<file path="src/rtl/ladd_seq_ctrl.sv">
// Job sequencer for the nibble-pipelined accumulator.
// Clears the accumulator, streams LEN operands into it over a valid/ready
// handshake, waits out the pipeline latency, then captures the sum and pulses done.
//
// state | meaning
// ------+----------------------------------------------------------
// IDLE  | waiting for start; all outputs low
// CLEAR | one-cycle accumulator clear; job length already latched
// RUN   | in_ready high; each handshake forwards one operand
// DRAIN | wait for the pipeline to settle; capture sum on last cycle
// DONE  | one-cycle done pulse, result valid
// FLUSH | one-cycle accumulator clear after an abort; no done
module ladd_seq_ctrl #(
    parameter int W     = 8,
    parameter int CNTW  = 8,
    parameter int DRAIN = 3
) (
    input  logic            clk,
    input  logic            rst_b,
    input  logic            start_i,
    input  logic [CNTW-1:0] len_i,
    input  logic            abort_i,
    output logic            busy_o,
    input  logic            in_valid_i,
    input  logic [W-1:0]    in_data_i,
    output logic            in_ready_o,
    output logic            acc_clr_o,
    output logic            acc_ld_o,
    output logic [W-1:0]    acc_x_o,
    input  logic [W-1:0]    acc_a_i,
    output logic [W-1:0]    result_o,
    output logic            done_o
);

    localparam int DW = (DRAIN > 1) ? $clog2(DRAIN) : 1;

    typedef enum logic [2:0] {
        ST_IDLE  = 3'd0,
        ST_CLEAR = 3'd1,
        ST_RUN   = 3'd2,
        ST_DRAIN = 3'd3,
        ST_DONE  = 3'd4,
        ST_FLUSH = 3'd5
    } state_t;

    state_t          state_q;
    logic [CNTW-1:0] cnt_q;
    logic [DW-1:0]   drn_q;
    logic [W-1:0]    result_q;
    logic            busy_q;
    logic            in_ready_q;
    logic            acc_clr_q;
    logic            done_q;
    logic            xfer;

    // A transfer needs the registered ready; abort suppresses it so a
    // cancelled job never pushes one more operand into the accumulator.
    assign xfer = in_ready_q & in_valid_i & ~abort_i;

    assign busy_o     = busy_q;
    assign in_ready_o = in_ready_q;
    assign acc_clr_o  = acc_clr_q;
    assign acc_ld_o   = xfer;
    assign acc_x_o    = xfer ? in_data_i : '0;
    assign result_o   = result_q;
    assign done_o     = done_q;

    // Sequencer: state, counters and registered outputs, all set for the next state.
    always_ff @(posedge clk or negedge rst_b) begin
        if (!rst_b) begin
            state_q    <= ST_IDLE;
            cnt_q      <= '0;
            drn_q      <= '0;
            result_q   <= '0;
            busy_q     <= 1'b0;
            in_ready_q <= 1'b0;
            acc_clr_q  <= 1'b0;
            done_q     <= 1'b0;
        end else begin
            case (state_q)
                ST_IDLE: begin
                    if (start_i && !abort_i) begin
                        cnt_q     <= len_i;
                        busy_q    <= 1'b1;
                        acc_clr_q <= 1'b1;
                        state_q   <= ST_CLEAR;
                    end
                end
                ST_CLEAR: begin
                    if (abort_i) begin
                        state_q <= ST_FLUSH;
                    end else if (cnt_q == '0) begin
                        acc_clr_q <= 1'b0;
                        drn_q     <= DW'(DRAIN - 1);
                        state_q   <= ST_DRAIN;
                    end else begin
                        acc_clr_q  <= 1'b0;
                        in_ready_q <= 1'b1;
                        state_q    <= ST_RUN;
                    end
                end
                ST_RUN: begin
                    if (abort_i) begin
                        in_ready_q <= 1'b0;
                        acc_clr_q  <= 1'b1;
                        state_q    <= ST_FLUSH;
                    end else if (xfer) begin
                        cnt_q <= cnt_q - CNTW'(1);
                        if (cnt_q == CNTW'(1)) begin
                            in_ready_q <= 1'b0;
                            drn_q      <= DW'(DRAIN - 1);
                            state_q    <= ST_DRAIN;
                        end
                    end
                end
                ST_DRAIN: begin
                    if (abort_i) begin
                        acc_clr_q <= 1'b1;
                        state_q   <= ST_FLUSH;
                    end else if (drn_q == '0) begin
                        result_q <= acc_a_i;
                        done_q   <= 1'b1;
                        state_q  <= ST_DONE;
                    end else begin
                        drn_q <= drn_q - DW'(1);
                    end
                end
                ST_DONE: begin
                    done_q <= 1'b0;
                    if (abort_i) begin
                        acc_clr_q <= 1'b1;
                        state_q   <= ST_FLUSH;
                    end else begin
                        busy_q  <= 1'b0;
                        state_q <= ST_IDLE;
                    end
                end
                ST_FLUSH: begin
                    acc_clr_q <= 1'b0;
                    busy_q    <= 1'b0;
                    state_q   <= ST_IDLE;
                end
                default: begin
                    busy_q     <= 1'b0;
                    in_ready_q <= 1'b0;
                    acc_clr_q  <= 1'b0;
                    done_q     <= 1'b0;
                    state_q    <= ST_IDLE;
                end
            endcase
        end
    end

endmodule

</file>
<file path="config.mk">
export PLATFORM = sky130hd
export DESIGN_NAME = ladd_seq_ctrl
export DESIGN_NICKNAME = d
export VERILOG_FILES = /design/src/rtl/ladd_seq_ctrl.sv
export SDC_FILE = /design/constraint.sdc
export NUM_CORES = 1
export LEC_CHECK = 0
export ABC_CLOCK_PERIOD_IN_PS = 1700
export CAP_MARGIN = 15
export CORE_AREA = 2 2 61 63
export CTS_BUF_LIST = sky130_fd_sc_hd__clkbuf_4 sky130_fd_sc_hd__clkbuf_8 sky130_fd_sc_hd__clkbuf_16
export DETAILED_ROUTE_END_ITERATION = 7
export DIE_AREA = 0 0 63 65
export HOLD_SLACK_MARGIN = 0.03
export PLACE_DENSITY_LB_ADDON = 0.3
export SLEW_MARGIN = 10
export SYNTH_ARGS = -nofsm -noshare
export SYNTH_HDL_FRONTEND = slang
export SYNTH_SLANG_ARGS = --single-unit
</file>
<file path="constraint.sdc">
create_clock -name clk -period 1.7 [get_ports clk]
set_input_delay 0.34 -clock clk [delete_from_list [all_inputs] [get_ports clk]]
set_output_delay 0.34 -clock clk [all_outputs]
set_load 0.01 [all_outputs]
</file>
==> results.py <==
metrics = {
    "clocking": {
        "numClockSinks": 25,
        "root_buffer": "clkbuf_4",
        "cts_tree": "yes",
        "cts-htree-levels": 1,
        "clk_latency_ps": 320,
        "clk_pin_slew_worst_paths_ps": 140,
        "cts_buffers": 3,
        "clk_path_buf_depth": 2,
    },
    "route": {
        "postRouteAntennaNets": 0,
        "vias": 1408,
        "drc": 0,
        "dr.pass1.iters": 4,
        "drt_iter0_markers": 91,
        "post_drt_wl_per_cell_um": 14.3,
        "wl_um": 3810,
        "viasPerCell": 5.29,
    },
    "critical_path": {
        "start_kind": "flop",
        "worstRegToRegCells": 5,
        "r2r_start": "cnt_q[5]",
        "critPathCaptureType": "output pin",
        "rrSetupSlack_ps": 70,
        "path_max_fanout": 3,
        "regToRegEndpoint": "drn_q[0]",
        "required_ps": 1360,
        "arrival_ps": 1340,
        "crit_type": "reg -> out",
    },
    "yosys": {
        "ys_ff_latch": 25,
        "synth_top_cell_area_share_pct": 41.7,
        "yosysTopAreaCell": "dfrtp_1",
        "synth-edff-count": 0,
        "yosys_warnings": 0,
        "synthTopCellsByArea": "dfrtp_1, mux2_2, and2_1",
        "ys_seq_area_share_pct": 41.7,
        "syn-num-nets": 186,
        "async_flop_share_pct": 100,
        "netlist_area_um2": 1500,
        "ys_types": 44,
        "synthCells": 153,
        "synth_area_per_cell_um2": 9.81,
        "ys.flop_type": "dfrtp_1",
    },
    "timing": {
        "slew_headroom_pct": 73.3,
        "worst_pin_slew_ps": 401,
        "max_freq_mhz": 596,
        "slew_violations": 0,
        "post-route-period-util_pct": 98.7,
        "final_hold_viol_count": 0,
        "setup_viol": 0,
        "fin_worst_skew_ps": 4.39,
        "rsz0062_at_grt": "yes",
        "fin_crit_ps": 1680,
    },
    "die": {
        "die_area_um2": 4100,
        "die_h_um": 65,
        "floorplan.initialDensity_pct": 42.9,
        "io_pins": 50,
        "fp.dieW_um": 63,
        "coreArea_um2": 3500,
        "rows": 22,
    },
    "placed_design": {
        "hpwl_um": 2860,
        "io_buffers": 49,
        "gp_congestion": 0.834,
        "dp.cells": 256,
    },
    "pwr": {
        "ir_drop_v": 0.000623,
        "total_power_mw": 3.07,
        "power_leakage_nw": 0.965,
        "p_per_area_nw_per_um2": 1400,
    },
    "worst_hold_path": {
        "hp-class": "in -> async",
    },
    "grt": {
        "grt_pass1_wl_um": 6350,
        "grt_usage_pct": 19.6,
        "grt_overflow_total": 0,
        "grt_pass1_vias": 1394,
        "antenna_found_initial": 0,
        "grt_max_degree": 26,
    },
    "layout": {
        "antenna_cells": 0,
        "fin_nets": 252,
        "fin_cells": 266,
        "layout-drive-gt1-share_pct": 27.5,
        "areaGrowthSynthToFinish_pct": 46.3,
    },
    "run": {
        "drv_cap": 0,
    },
    "outcome": {
        "outcome": "complete, no violations",
    },
}
cell usage in the layout (no fill, tap or decap), types with 4 or more instances in the layout:
cell type | Yosys | layout
o21ai_0 | 8 | 8
nand2_1 | 4 | 4
mux2_2 | 8 | 8
buf_4 | 0 | 19
and3_1 | 4 | 4
buf_2 | 5 | 4
inv_1 | 9 | 9
o21ai_1 | 5 | 5
clkdlybuf4s50_1 | 0 | 37
nor2_1 | 7 | 6
nand3_1 | 5 | 5
buf_6 | 2 | 4
dfrtp_1 | 25 | 25
o22ai_1 | 5 | 5
a21oi_1 | 8 | 8
and2_1 | 9 | 6
a22oi_1 | 6 | 6
layout make-up:
class                      count  area [um^2]
clock buffer                   3         22.5
clock inverter                 1         7.51
fill                         330         1300
inverter                       9         33.8
multi-input combinational    111          831
sequential                    25          626
tap                           48         60.1
timing repair buffer          69          614
metrics by stage:
| step | hold slack [ps] | util, % | TNS (ps) | worst slack (ps) | instance area [um^2] |
|---|---|---|---|---|---|
| 6_report | 374 | 62.8 | 0 | 22.5 | 2190 |
| 5_1_grt | 374 | 62.8 | -52.9 | -26.8 | 2190 |
| 4_1_cts | 372 | 62.0 | 0 | 2.48 | 2170 |
| 3_5_place_dp | 480 | 60.3 | -9200 | -516 | 2110 |
| 3_3_place_gp | 478 | 60.3 | -8790 | -465 | 2110 |
| 2_1_floorplan | 44.4 | - | 0 | 159 | 1500 |
synth_stat cells (all sizes together) (2+ instances only):
library cell,instances
clkbuf,2
nand2,4
nor2,9
a41oi,3
o21ai,14
a31oi,3
a21oi,8
mux2,8
a22oi,6
nor3b,3
nand3,5
and2,9
o2bb2ai,2
o22ai,5
inv,9
nor4,2
nand2b,2
nor3,2
or4,2
and3,4
buf,7
ha,4
o21a,2
dfrtp,25
a211oi,2
flip-flops by register name (all words and copies together) (netlist names):
| register | count |
|---|---|
| acc_clr_o | 1 |
| busy_o | 1 |
| cnt_q | 8 |
| done_o | 1 |
| drn_q | 2 |
| in_ready_o | 1 |
| result_o | 8 |
| state_q | 3 |
how the worst max path moves through the flow:
stage          startpoint           to  slack [ps]  depth (start not counted)
4_1_cts        in_ready_o   acc_x_o[1]           2                          4
3_3_place_gp      abort_i   acc_x_o[0]        -460                          4
3_5_place_dp      abort_i   acc_x_o[4]        -520                          4
6_report       in_ready_o   acc_x_o[1]          20                          4
5_1_grt        in_ready_o   acc_x_o[0]         -30                          4
2_1_floorplan    drn_q[0]  result_o[0]         160                          6
critical path, stage by stage (launching register included):
cell and delay [ps]:
dfrtp_1 430, and3b_2 230, buf_6 120, and2_4 140
buf_6 110
where the power goes:
group / internal (mW) / switching (mW)
sequential: 0.866 / 0.224
combinational: 0.885 / 0.824
clock: 0.0897 / 0.186
timing repair:
item                                    4_1_cts  5_1_grt
hold buffers                                  0        0
cloned                                        1        0
gates resized for setup                      44        9
endpoints found under the setup margin       10       19
setup buffers                                 4        2
pin swaps                                     5        2
kinds of logic (layout without fill, tap and decap cells):
kind of cell | after synthesis | after routing | share of synthesized area, %
AOI/OAI and AO/OA | 49 | 49 | 21.9
adders and majority gates | 4 | 4 | 3.34
buffers and inverters | 18 | 82 | 5.92
DFF | 25 | 25 | 41.7
muxes | 9 | 9 | 6.67
and+or+nand+nor | 48 | 49 | 20.5
layer usage:
layer / GRT usage (%) / up-vias / routed length (um)
met5: 0 / - / 0
met4: 7.50 / 0 / 17
met3: 1.74 / 2 / 91
met2: 36.0 / 21 / 2070
met1: 23.8 / 685 / 1630
li1: - / 700 / -
(Power assumes the default switching activity.)
